File: src/rtl/fifo_rr_arbiter.sv
// fifo_rr_arbiter: merges N_SRC FWFT 32-bit source FIFOs into one FWFT stream.
// Grant is round-robin and burst-limited. A 2-entry registered buffer sits
// between the source pops and the downstream reads, so OUT_DATA stays put
// until it is popped.
// Optional build macro: FIFO_RR_ARBITER_SRC_TAG_EN. When it is defined,
// bits [31:28] of each pushed word are replaced by {1'b0, source index}.
module fifo_rr_arbiter #(
    parameter int N_SRC     = 4,   // 2..8
    parameter int MAX_BURST = 16   // 1..255
) (
    input  logic                 BUS_CLK,
    input  logic                 RST,
    input  logic [32*N_SRC-1:0]  SRC_DATA,
    input  logic [N_SRC-1:0]     SRC_EMPTY,
    output logic [N_SRC-1:0]     SRC_READ,
    input  logic [N_SRC-1:0]     SRC_ENABLE,
    output logic [31:0]          OUT_DATA,
    output logic                 OUT_EMPTY,
    input  logic                 OUT_READ,
    output logic [N_SRC-1:0]     GRANT,
    output logic [31:0]          WORD_CNT
);

    localparam int IW = $clog2(N_SRC);

    typedef enum logic {ARB, XFER} state_t;

    state_t          state;
    logic [IW-1:0]   grant_idx;
    logic [IW-1:0]   rr;
    logic [7:0]      burst;
    logic [1:0]      cnt;
    logic [31:0]     buf0;
    logic [31:0]     buf1;
    logic [N_SRC-1:0] grant_q;
    logic [31:0]     word_cnt_q;

    logic [31:0]     src_words [N_SRC];
    logic [31:0]     src_word;
    logic [31:0]     push_word;
    logic            space;
    logic            pop_out;
    logic            src_pop;
    logic            rel;
    logic            found;
    logic [IW-1:0]   pick;
    logic [IW-1:0]   next_rr;

    // Unpack the flat source bus so the granted word is a plain array select.
    for (genvar i = 0; i < N_SRC; i++) begin : g_unpack
        assign src_words[i] = SRC_DATA[32*i +: 32];
    end

    assign src_word = src_words[grant_idx];

`ifdef FIFO_RR_ARBITER_SRC_TAG_EN
    // Tag the top nibble with the source index so software can demultiplex.
    assign push_word = {1'b0, 3'(grant_idx), src_word[27:0]};
`else
    assign push_word = src_word;
`endif

    // Buffer has room if not full, or full but the head leaves this cycle.
    assign pop_out = OUT_READ && (cnt != 2'd0);
    assign space   = (cnt < 2'd2) || ((cnt == 2'd2) && OUT_READ);

    // A source pop needs a live grant, room downstream and no reset.
    assign src_pop = (state == XFER) && space && !SRC_EMPTY[grant_idx]
                     && SRC_ENABLE[grant_idx] && !RST;

    // Give the grant back on burst limit, empty source, or disabled source.
    assign rel = (state == XFER) &&
                 ((src_pop && (burst == 8'(MAX_BURST - 1))) ||
                  SRC_EMPTY[grant_idx] || !SRC_ENABLE[grant_idx]);

    assign next_rr = (int'(grant_idx) == N_SRC - 1) ? '0 : grant_idx + 1'b1;

    // Round-robin scan starting at rr: first enabled, non-empty source wins.
    always_comb begin
        found = 1'b0;
        pick  = '0;
        for (int k = 0; k < N_SRC; k++) begin
            logic [IW-1:0] cand;
            cand = IW'((int'(rr) + k) % N_SRC);
            if (!found && SRC_ENABLE[cand] && !SRC_EMPTY[cand]) begin
                found = 1'b1;
                pick  = cand;
            end
        end
    end

    // One-hot pop strobe toward the granted source only.
    always_comb begin
        SRC_READ = '0;
        if (src_pop)
            SRC_READ[grant_idx] = 1'b1;
    end

    // Arbitration FSM: ARB picks a source, XFER drains it up to MAX_BURST.
    always_ff @(posedge BUS_CLK) begin
        if (RST) begin
            state     <= ARB;
            grant_q   <= '0;
            grant_idx <= '0;
            rr        <= '0;
            burst     <= '0;
        end else begin
            case (state)
                ARB: begin
                    if (found) begin
                        grant_q       <= '0;
                        grant_q[pick] <= 1'b1;
                        grant_idx     <= pick;
                        burst         <= '0;
                        state         <= XFER;
                    end
                end
                XFER: begin
                    if (src_pop)
                        burst <= burst + 8'd1;
                    if (rel) begin
                        grant_q <= '0;
                        rr      <= next_rr;
                        state   <= ARB;
                    end
                end
                default: state <= ARB;
            endcase
        end
    end

    // Two-entry output buffer; buf0 is always the oldest word.
    always_ff @(posedge BUS_CLK) begin
        if (RST) begin
            cnt  <= 2'd0;
            buf0 <= '0;
            buf1 <= '0;
        end else if (src_pop && pop_out) begin
            // Count unchanged; the new word lands behind whatever remains.
            if (cnt == 2'd1) begin
                buf0 <= push_word;
            end else begin
                buf0 <= buf1;
                buf1 <= push_word;
            end
        end else if (src_pop) begin
            if (cnt == 2'd0)
                buf0 <= push_word;
            else
                buf1 <= push_word;
            cnt <= cnt + 2'd1;
        end else if (pop_out) begin
            if (cnt == 2'd2)
                buf0 <= buf1;
            cnt <= cnt - 2'd1;
        end
    end

    // Count accepted downstream pops; wraps naturally at 2^32.
    always_ff @(posedge BUS_CLK) begin
        if (RST)
            word_cnt_q <= '0;
        else if (pop_out)
            word_cnt_q <= word_cnt_q + 32'd1;
    end

    assign OUT_DATA  = buf0;
    assign OUT_EMPTY = (cnt == 2'd0);
    assign GRANT     = grant_q;
    assign WORD_CNT  = word_cnt_q;

endmodule

File: config.mk
export PLATFORM = sky130hd
export DESIGN_NAME = fifo_rr_arbiter
export DESIGN_NICKNAME = d
export VERILOG_FILES = /design/src/rtl/fifo_rr_arbiter.sv
export SDC_FILE = /design/constraint.sdc
export NUM_CORES = 1
export LEC_CHECK = 0
export BUFFER_PORTS_ARGS = -buffer_cell sky130_fd_sc_hd__clkbuf_2
export CAP_MARGIN = 20
export CELL_PAD_IN_SITES_DETAIL_PLACEMENT = 1
export CELL_PAD_IN_SITES_GLOBAL_PLACEMENT = 1
export CORE_MARGIN = 1.5
export CORE_UTILIZATION = 38
export CTS_CLUSTER_SIZE = 14
export DETAILED_ROUTE_END_ITERATION = 6
export PLACE_DENSITY = 0.8
export SLEW_MARGIN = 15
export SYNTH_ARGS = -nofsm -noshare
export SYNTH_HDL_FRONTEND = slang
export SYNTH_SLANG_ARGS = --single-unit
File: constraint.sdc
create_clock -name BUS_CLK -period 4 [get_ports BUS_CLK]
set_clock_uncertainty 0.05 [all_clocks]
set_input_delay 0.2 -clock BUS_CLK [delete_from_list [all_inputs] [get_ports BUS_CLK]]
set_output_delay 0.2 -clock BUS_CLK [all_outputs]
set_load 0.02 [all_outputs]
==> results.toml, run 1 <==
[floorplan]
floorplan.die.width_um = 131.2
die_h_um = 131.2
placement_rows = 46
coreArea_mm2 = 0.01594
design.portCount = 212
initial_core_util_pct = 39.18
fp.dieArea_mm2 = 0.01721

[logic_synthesis]
synth.largest_area_cell = "sky130_fd_sc_hd__dfxtp_1"
async_flop_share_pct = 0
post-synth-top-area-fraction_pct = 36.86
synth-edff-count = 0
synthFlopType = "sky130_fd_sc_hd__dfxtp_1"
synth_cells = 662
ys_types = 45
ys_ff_latch = 115
netlist_top_cells_count = "115 x sky130_fd_sc_hd__dfxtp_1, 64 x sky130_fd_sc_hd__o31ai_1, 54 x sky130_fd_sc_hd__a21oi_1, 45 x sky130_fd_sc_hd__nand2_1, 41 x sky130_fd_sc_hd__nor2_1"
synthesis.yosys.warnings = 0
synthesis.area_mm2 = 0.006246
avgSynthCellArea_um2 = 9.435
proportion_of_synthesized_chip_area_in_sequential_cells_pct = 36.86
synth_most_common_cell = "sky130_fd_sc_hd__dfxtp_1"
ys_top_cells_by_area = "sky130_fd_sc_hd__dfxtp_1 37%, sky130_fd_sc_hd__mux4_2 12%, sky130_fd_sc_hd__o31ai_1 7.7%, sky130_fd_sc_hd__mux2i_1 5.6%, sky130_fd_sc_hd__a21oi_1 4.3%"
syn_nets = 812

[detailed_routing]
route.detailed.vias_per_inst = 5.584
first_pass_iters = 5
wire_per_inst_um = 17.91
detail_route.drc_violations = 0
drtAntennaViolNets = 0
routed_wl_mm = 19.23
vias = 5997
detail_route.iter0.violations = 324

[sta]
final_hold_viol_count = 0
fin_tns_setup_ns = 0
finalSetupViolations = 0
maximum_operating_frequency_ghz = 0.2998
setup_repair_after_global_routing_missed_its_margin = "false"
max_slew_violation_count = 0
slew_headroom_pct = 36.11
fin_crit_ns = 3.336
tightest_slew_ns = 0.9570
finalCritPeriodShare_pct = 83.40

[cts]
worst_skew_pair.late_latency_ns = 0.41
post_cts_resize_count = 0
cts-root-buf = "sky130_fd_sc_hd__clkbuf_16"
h-tree-depth = 4
cts_tree = "done"
clock_tree.buffer_depth = 2
cts_setup_buffers = 0
clock-sinks = 115
tritoncts.num_buffers = 17
path_clk_slew_ns = 0.06
cts-hold-fix-buffers = 0

[layout]
share_of_final_layout_standard_cells_stronger_than_drive_strength_1_pct = 35.31
layoutNonFillerInstCount = 1074
fillerInstances = 1852
antenna-diode-count = 0
area_delta_synth_final_pct = 29.65
final_nets = 995
post-route-cell-area_mm2 = 0.008098

[global_routing]
grt-busiest-layer = "met2"
grt_use_met3_pct = 6.944
grt_remaining_overflow = 0
grt_util_met2_pct = 41.24
pin_count_of_the_biggest_net_entering_global_routing = 67
grt_use_total_pct = 23.04
first_global_vias = 6302
gr-usage-met1_pct = 26.45
antenna_found_initial = 0
wire_length_of_the_first_global_routing_pass_mm = 32.19

[placement]
detailedPlacementHpwl_mm = 13.27
place_area_mm2 = 0.007460
number_of_cells_in_the_design_after_placement = 1042
place.gp.congestion = 0.8302
port_bufs = 211

[setup_path]
timing.rr.start = "cnt[0]$_SDFFE_PP0P_"
setup.worst_path.start_class = "register"
path_class = "register to register"
setup.worst_path.start = "cnt[0]$_SDFFE_PP0P_"
critical_path.max_fanout = 32
worst_ep_required_time_ns = 4.21
timing.critical_path.to_type = "register"
critical_path_arrival_ns = 3.55

[outcome]
outcome = "complete, no violations"

[worst_hold_path]
path_type_of_the_worst_min_delay_path = "primary input to register"
hold_start = "SRC_ENABLE[0]"

[pwr]
ir_worst_vdd_mv = 0.2703
pwr_density_cell_mw_per_mm2 = 448.0
cellLeakagePower_nw = 3.220

[flow_run]
maxcap_violations = 0
-- final timing paths --
path / to / cells after the start / slack (ns)
worst max-delay path: OUT_DATA[11]$_SDFFE_PP0P_ / 11 / 0.66
worst min-delay path: state$_SDFF_PP0_ / 5 / 0.24
worst max register to register: OUT_DATA[11]$_SDFFE_PP0P_ / 11 / 0.66
worst min register to register: burst[7]$_SDFFE_PP0P_ / 1 / 0.43
-- placed cells by master (no fill, tap or decap), types with 3 or more instances in the layout --
cell                          n
sky130_fd_sc_hd__bufinv_16    4
sky130_fd_sc_hd__xnor2_1     22
sky130_fd_sc_hd__mux2i_1     35
sky130_fd_sc_hd__mux4_2      34
sky130_fd_sc_hd__nor2b_1      6
sky130_fd_sc_hd__and3_1      10
sky130_fd_sc_hd__nor3_1      15
sky130_fd_sc_hd__nor2_1      41
sky130_fd_sc_hd__nand4_1      8
sky130_fd_sc_hd__buf_4       10
sky130_fd_sc_hd__xor2_1       4
sky130_fd_sc_hd__nand3_1     15
sky130_fd_sc_hd__nand2b_1     7
sky130_fd_sc_hd__a21oi_1     53
sky130_fd_sc_hd__or3_1        7
sky130_fd_sc_hd__o211ai_1    32
sky130_fd_sc_hd__nand3b_1    10
sky130_fd_sc_hd__clkbuf_16   17
sky130_fd_sc_hd__clkbuf_8     4
sky130_fd_sc_hd__or4_1        3
sky130_fd_sc_hd__inv_1       16
sky130_fd_sc_hd__nor4_1      11
sky130_fd_sc_hd__o21ai_0     12
sky130_fd_sc_hd__inv_2        3
sky130_fd_sc_hd__a211oi_1     3
sky130_fd_sc_hd__ha_1        10
sky130_fd_sc_hd__nand2_1     45
sky130_fd_sc_hd__clkbuf_2   211
sky130_fd_sc_hd__dfxtp_1    113
sky130_fd_sc_hd__clkinv_2     3
sky130_fd_sc_hd__o31ai_1     64
-- flip-flops by register name, indices dropped and copies added, names as in the netlist --
register   count
burst          8
cnt            2
WORD_CNT      32
grant_idx      2
buf1          32
OUT_DATA      32
rr             2
GRANT          4
state          1
-- worst max-delay path, stage by stage (launching register included) --
cell	delay (ns)
sky130_fd_sc_hd__dfxtp_1	0.37
sky130_fd_sc_hd__inv_1	0.08
sky130_fd_sc_hd__ha_1	0.21
sky130_fd_sc_hd__a21boi_1	0.26
sky130_fd_sc_hd__or2_2	0.32
sky130_fd_sc_hd__nor2_4	0.12
sky130_fd_sc_hd__ha_1	0.23
sky130_fd_sc_hd__nor3_1	0.40
sky130_fd_sc_hd__a22o_2	0.20
sky130_fd_sc_hd__buf_4	0.50
sky130_fd_sc_hd__mux2i_1	0.30
sky130_fd_sc_hd__a21oi_1	0.11
-- layout make-up --
type                            count  area (um^2)  share of cell area (%)
Multi-Input combinational cell    469         3642                   44.98
Clock inverter                      9        150.1                   1.854
Timing Repair Buffer              223         1171                   14.46
Tap cell                          216        270.3                   3.337
Clock buffer                       23        488.0                   6.026
Inverter                           19        71.32                  0.8807
Sequential cell                   115         2305                   28.46
-- per-layer routing --
layer	wire length (um)	vias up
met4	177	0
met2	9852	193
met5	0	-
met3	1315	15
met1	7887	2921
li1	-	2868
-- report_power, final --
group / internal [W] / switching (W) / total (W) / leakage, nW
combinational: 0.000270 / 0.000488 / 0.000759 / 1.98
sequential: 0.00120 / 0.0000413 / 0.00124 / 0.929
clock: 0.00110 / 0.000522 / 0.00163 / 0.309
-- cells by family (layout without fill, tap and decap cells) --
kind of cell	Yosys count	after routing	share of synthesized area, %
simple gates	187	187	15.48
compound gates	176	176	18.75
flops	115	115	36.86
buf+inv	78	274	5.188
mux	69	69	17.87
xor+xnor	26	26	3.646
fa+ha+maj	11	11	2.203
-- stage by stage --
step	hold slack, ns	power (W)	setup slack, ns	utilization, %
after global placement	0.4161	0.002003	0.8802	46.79
after global routing	0.2544	0.003795	0.4380	50.79
after detailed placement	0.4172	0.002026	0.7156	46.79
after floorplan	0.3826	0.001777	1.187	-
final	0.2393	0.003628	0.6641	50.79
after CTS	0.2226	0.003662	0.6807	50.79
Note: power is estimated with default switching activity, not from simulation.
==> run 2: changes to the inputs <==
Settings changed: CORE_UTILIZATION 38 to 34, PLACE_DENSITY 0.8 to 0.76.
Clock period 4 ns to 2.85 ns, I/O delays scaled along.
==> results.toml, run 2 (same netlist as run 1, synthesis figures left out) <==
[floorplan]
design.portCount = 212
placement_rows = 49
die_h_um = 138.5
fp.dieArea_mm2 = 0.01919
floorplan.die.width_um = 138.5
coreArea_mm2 = 0.01796
initial_core_util_pct = 34.77

[sta]
tightest_slew_ns = 0.7226
max_slew_violation_count = 0
slew_headroom_pct = 51.54
fin_crit_ns = 2.630
timing.hold.ws_ns = 0.1788
finalCritPeriodShare_pct = 92.30
fin_tns_setup_ns = 0
maximum_operating_frequency_ghz = 0.3802
finalSetupViolations = 0
final_hold_viol_count = 0

[layout]
post-route-cell-area_mm2 = 0.008198
antenna-diode-count = 0
final_nets = 1006
fillerInstances = 2122
layout_commonest_cell = "sky130_fd_sc_hd__clkbuf_2"
area_delta_synth_final_pct = 31.25
layout_common_cells = "211 x sky130_fd_sc_hd__clkbuf_2, 113 x sky130_fd_sc_hd__dfxtp_1, 64 x sky130_fd_sc_hd__o31ai_1, 53 x sky130_fd_sc_hd__a21oi_1, 45 x sky130_fd_sc_hd__nand2_1"
share_of_final_layout_standard_cells_stronger_than_drive_strength_1_pct = 36.48

[cts]
cts_tree = "done"
clock-sinks = 115
cts-root-buf = "sky130_fd_sc_hd__clkbuf_16"
h-tree-depth = 4
worst_skew_pair.late_latency_ns = 0.42
cts-hold-fix-buffers = 0
tritoncts.num_buffers = 17
path_clk_slew_ns = 0.06
clock_tree.buffer_depth = 2

[placement]
detailedPlacementHpwl_mm = 14.01
place_area_mm2 = 0.007581
port_bufs = 211
place.gp.congestion = 0.7698

[pwr]
ir_worst_vdd_mv = 0.4316
cellLeakagePower_nw = 3.268
power_w = 0.004997
pwr_density_cell_mw_per_mm2 = 609.6

[flow_run]
maxcap_violations = 0

[detailed_routing]
vias = 6018
wire_per_inst_um = 18.08
detail_route.iter0.violations = 314
first_pass_iters = 4
drtAntennaViolNets = 0
route.detailed.vias_per_inst = 5.481
routed_wl_mm = 19.86
detail_route.drc_violations = 0

[global_routing]
pin_count_of_the_biggest_net_entering_global_routing = 67
first_global_vias = 6174
grt_remaining_overflow = 0
grt_use_total_pct = 20.67
wire_length_of_the_first_global_routing_pass_mm = 32.00
antenna_found_initial = 0

[setup_path]
critical_path.max_fanout = 9
critical_path_arrival_ns = 2.88
setup.worst_path.start = "cnt[0]$_SDFFE_PP0P_"
timing.critical_path.to_type = "register"
rr_worst_depth = 11
critPathCapture = "OUT_DATA[31]$_SDFFE_PP0P_"
path_class = "register to register"
crit-reg2reg-capture = "OUT_DATA[31]$_SDFFE_PP0P_"
setup.reg_to_reg.worst_slack_ns = 0.22
setup.worst_path.start_class = "register"
worst_ep_required_time_ns = 3.10
timing.rr.start = "cnt[0]$_SDFFE_PP0P_"

[outcome]
outcome = "complete, no violations"

[worst_hold_path]
path_type_of_the_worst_min_delay_path = "primary input to register"
hold_start = "SRC_ENABLE[0]"
run 2: per-layer routing:
metal	routed length [um]	track usage [%]	vias to the layer above	share of wire (%)
met5	0	0	-	0
met3	1247	6.043	25	6.3
met2	9946	36.19	172	50
met1	8321	24.40	2941	42
met4	340	6.427	0	1.7
li1	-	-	2880	-
run 2: area by class of cell:
| class | count | area (um^2) | share of cell area, % |
|---|---|---|---|
| clock buffers | 17 | 425.4 | 5.189 |
| clock inverters | 15 | 168.9 | 2.060 |
| inverters | 19 | 71.32 | 0.8700 |
| multi-input cells | 469 | 3646 | 44.48 |
| flip-flops and latches | 115 | 2305 | 28.11 |
| well taps | 229 | 286.5 | 3.495 |
| repair buffers | 234 | 1295 | 15.80 |
run 2: worst min-delay path by stage:
stage | end | depth (start not counted)
CTS | state$_SDFF_PP0_ | 5
global placement | burst[7]$_SDFFE_PP0P_ | 1
detailed placement | burst[7]$_SDFFE_PP0P_ | 1
floorplan | burst[7]$_SDFFE_PP0P_ | 1
finish | state$_SDFF_PP0_ | 5
global route | OUT_DATA[8]$_SDFFE_PP0P_ | 4
run 2: repair_timing:
item,4_1_cts,5_1_grt
setup buffers,0,2
endpoints found under the setup margin,0,53
gates resized for setup,0,2
run 2: per-stage QoR:
stage                     util (%)  setup slack, ns  cells
after global routing         45.64       -0.0007738   1098
after detailed placement     42.20          0.05074   1064
final                        45.64           0.2195   1098
after floorplan                  -          0.03710    662
after global placement       42.20           0.1923   1064
after CTS                    45.51          0.02267   1096
run 2: critical path, cell delays in order (launching register included):
cell and delay (ns):
sky130_fd_sc_hd__dfxtp_1 0.38, sky130_fd_sc_hd__inv_1 0.08, sky130_fd_sc_hd__ha_1 0.22, sky130_fd_sc_hd__a21boi_2 0.21, sky130_fd_sc_hd__or2_2 0.18, sky130_fd_sc_hd__nor2_4 0.07
sky130_fd_sc_hd__ha_1 0.22, sky130_fd_sc_hd__nor3_1 0.26, sky130_fd_sc_hd__a22o_2 0.30, sky130_fd_sc_hd__buf_4 0.23, sky130_fd_sc_hd__mux2i_1 0.21, sky130_fd_sc_hd__a21oi_1 0.09
run 2: where the power goes:
| part | switching [W] | internal [W] | total (W) |
|---|---|---|---|
| Sequential | 0.0000600 | 0.00168 | 0.00174 |
| Combinational | 0.000686 | 0.000400 | 0.00109 |
| Clock | 0.000857 | 0.00131 | 0.00217 |
| Total | 0.00160 | 0.00339 | 0.00500 |
==> run 3: changes to the inputs <==
Settings changed: BUFFER_PORTS_ARGS -buffer_cell sky130_fd_sc_hd__clkbuf_2 to default, CAP_MARGIN 20 to default, CORE_UTILIZATION 34 to 43, DONT_BUFFER_PORTS from default to 1.
==> results.toml, run 3 (same netlist as run 1, synthesis figures left out) <==
[layout]
layoutNonFillerInstCount = 838
share_of_final_layout_standard_cells_stronger_than_drive_strength_1_pct = 15.37
layout_commonest_cell = "sky130_fd_sc_hd__dfxtp_1"
final_nets = 794
layout_common_cells = "113 x sky130_fd_sc_hd__dfxtp_1, 64 x sky130_fd_sc_hd__o31ai_1, 53 x sky130_fd_sc_hd__a21oi_1, 45 x sky130_fd_sc_hd__nand2_1, 41 x sky130_fd_sc_hd__nor2_1"
area_delta_synth_final_pct = 13.32

[pwr]
seq_power_share_pct = 37.9
cellLeakagePower_nw = 2.351
comb_power_share_pct = 18.3
switchingPower_w = 0.001452
power.internal_w = 0.003334
switching_share_pct = 30.34
pwr_density_cell_mw_per_mm2 = 676.1
power_frac_clock_pct = 43.8
ir_worst_vdd_mv = 0.4784
power_w = 0.004786

[sta]
finalCritPeriodShare_pct = 94.08
maximum_operating_frequency_ghz = 0.3730
final_hold_viol_count = 0
slew_headroom_pct = 53.26
fin_crit_ns = 2.681
finalSetupViolations = 0
fin_tns_setup_ns = 0
setup_repair_after_global_routing_missed_its_margin = "false"
tightest_slew_ns = 0.7011
max_slew_violation_count = 0

[floorplan]
coreArea_mm2 = 0.01404
initial_core_util_pct = 44.48
fp.dieArea_mm2 = 0.01526
design.portCount = 212
placement_rows = 43
die_h_um = 123.5
floorplan.die.width_um = 123.5

[setup_path]
worst_ep_required_time_ns = 3.12
crit_slowest_cell = "sky130_fd_sc_hd__dfxtp_1"
max_stage_delay_ns = 0.33
critical_path.top_delay_family = "simple AND/OR/NAND/NOR gates"
timing.rr.start = "cnt[0]$_SDFFE_PP0P_"
worstPathBufferInverterCount = 3
critical_path_arrival_ns = 2.95
path_cells = "inv_1 > ha_1 > a21boi_2 > or2_2 > nor2_4 > ha_1 > nor3_2 > buf_4 > a21oi_4 > buf_12 > o211ai_1 > o31ai_1"
critical_path.most_common_cell = "sky130_fd_sc_hd__ha_1"
critical_path.max_fanout = 64
timing.critical_path.to_type = "register"
crit-reg2reg-capture = "buf1[5]$_SDFFE_PP0P_"
setup.worst_path.start_class = "register"
rr_worst_depth = 12
setup.reg_to_reg.worst_slack_ns = 0.17
path_class = "register to register"

[detailed_routing]
route.detailed.vias_per_inst = 6.283
routed_wl_mm = 18.40
detail_route.iter0.violations = 345
first_pass_iters = 4
vias = 5265
wire_per_inst_um = 21.96
detail_route.drc_violations = 0
drtAntennaViolNets = 0

[cts]
cts_tree = "done"
clock_tree.buffer_depth = 2
cts-root-buf = "sky130_fd_sc_hd__clkbuf_16"
path_clk_slew_ns = 0.06
worst_skew_pair.late_latency_ns = 0.41
clock-sinks = 115
cts_setup_buffers = 0
tritoncts.num_buffers = 17
h-tree-depth = 4

[placement]
place.gp.congestion = 0.8299
number_of_cells_in_the_design_after_placement = 801
detailedPlacementHpwl_mm = 12.55
port_bufs = 0

[global_routing]
wire_length_of_the_first_global_routing_pass_mm = 28.17
pin_count_of_the_biggest_net_entering_global_routing = 80
antenna_found_initial = 1
grt_remaining_overflow = 0
first_global_vias = 5501
grt_use_total_pct = 24.15

[flow_run]
maxcap_violations = 0

[worst_hold_path]
worst_hold_path.endpoint = "state$_SDFF_PP0_"
hold_start = "SRC_ENABLE[0]"
hold_path_depth = 4
path_type_of_the_worst_min_delay_path = "primary input to register"

[outcome]
outcome = "complete, no violations"
-- run 3: cell types whose count changed in the layout (fill, tap and decap cells not counted) --
cell and delta:
sky130_fd_sc_hd__clkbuf_2 -211, sky130_fd_sc_hd__clkbuf_1 +3, sky130_fd_sc_hd__clkinv_2 +3, sky130_fd_sc_hd__nor3_1 -1
sky130_fd_sc_hd__clkinvlp_4 +1, sky130_fd_sc_hd__buf_4 -3, sky130_fd_sc_hd__buf_12 -1, sky130_fd_sc_hd__clkbuf_16 +1
sky130_fd_sc_hd__clkbuf_8 +3, sky130_fd_sc_hd__dlygate4sd3_1 +2, sky130_fd_sc_hd__nor3_2 +1, sky130_fd_sc_hd__inv_6 -8
sky130_fd_sc_hd__diode_2 +1, sky130_fd_sc_hd__clkinv_4 -2
-- run 3: repair_timing --
action,in CTS,in global routing
setup endpoints to repair,0,56
resized for setup,0,3
hold buffers,3,0
hold endpoints to repair,49,0
-- run 3: how the worst max path moves through the flow --
stage                        start                   endpoint  slack, ns  cells past startpoint
2_1_floorplan  cnt[0]$_SDFFE_PP0P_  OUT_DATA[10]$_SDFFE_PP0P_       0.04                     13
3_3_place_gp   cnt[0]$_SDFFE_PP0P_  OUT_DATA[27]$_SDFFE_PP0P_       0.22                     11
3_5_place_dp   cnt[0]$_SDFFE_PP0P_  OUT_DATA[27]$_SDFFE_PP0P_       0.09                     11
4_1_cts        cnt[0]$_SDFFE_PP0P_  OUT_DATA[27]$_SDFFE_PP0P_       0.06                     11
5_1_grt        cnt[0]$_SDFFE_PP0P_  OUT_DATA[30]$_SDFFE_PP0P_       0.02                     11
6_report       cnt[0]$_SDFFE_PP0P_       buf1[5]$_SDFFE_PP0P_       0.17                     12
-- run 3: final cells by class --
| type | count | area (um^2) |
|---|---|---|
| Antenna cell | 1 | 2.502 |
| Clock inverter | 9 | 103.9 |
| Fill cell | 1514 | 6964 |
| Clock buffer | 23 | 478.0 |
| Multi-Input combinational cell | 469 | 3651 |
| Tap cell | 180 | 225.2 |
| Timing Repair Buffer | 22 | 241.5 |
| Sequential cell | 115 | 2305 |
| Inverter | 19 | 71.32 |
-- run 3: metal layers --
layer	vias to the layer above	routed length, um	track usage (%)
met5	-	0	0
met4	0	361	8.190
met3	28	1313	7.611
met2	178	9044	42.19
met1	2604	7683	27.90
li1	2455	-	-
-- run 3: worst min-delay path, cell delays in order --
cell and delay [ns]:
sky130_fd_sc_hd__nand2b_1 0.09, sky130_fd_sc_hd__nand4_1 0.11, sky130_fd_sc_hd__o21ai_0 0.07, sky130_fd_sc_hd__nor2_1 0.07
-- run 3: metrics by stage --
| step | util, % | setup slack, ns | area, um^2 | hold slack (ns) |
|---|---|---|---|---|
| floorplan | - | 0.03710 | 6246 | 0.3826 |
| CTS | 50.12 | 0.06235 | 7038 | 0.03820 |
| global route | 50.39 | 0.01625 | 7076 | 0.06647 |
| finish | 50.41 | 0.1687 | 7078 | 0.05819 |
| global placement | 45.69 | 0.2220 | 6416 | 0.1632 |
| detailed placement | 45.69 | 0.08908 | 6416 | 0.1633 |
-- run 3: power groups by stage --
| stage | combinational, W | sequential (W) | clock (W) |
|---|---|---|---|
| finish | 0.000875 | 0.00181 | 0.00210 |
| global route | 0.000954 | 0.00183 | 0.00222 |
| CTS | 0.000867 | 0.00181 | 0.00214 |
| detailed placement | 0.000847 | 0.00185 | 0 |
| global placement | 0.000806 | 0.00184 | 0 |
| floorplan | 0.000673 | 0.00182 | 0 |
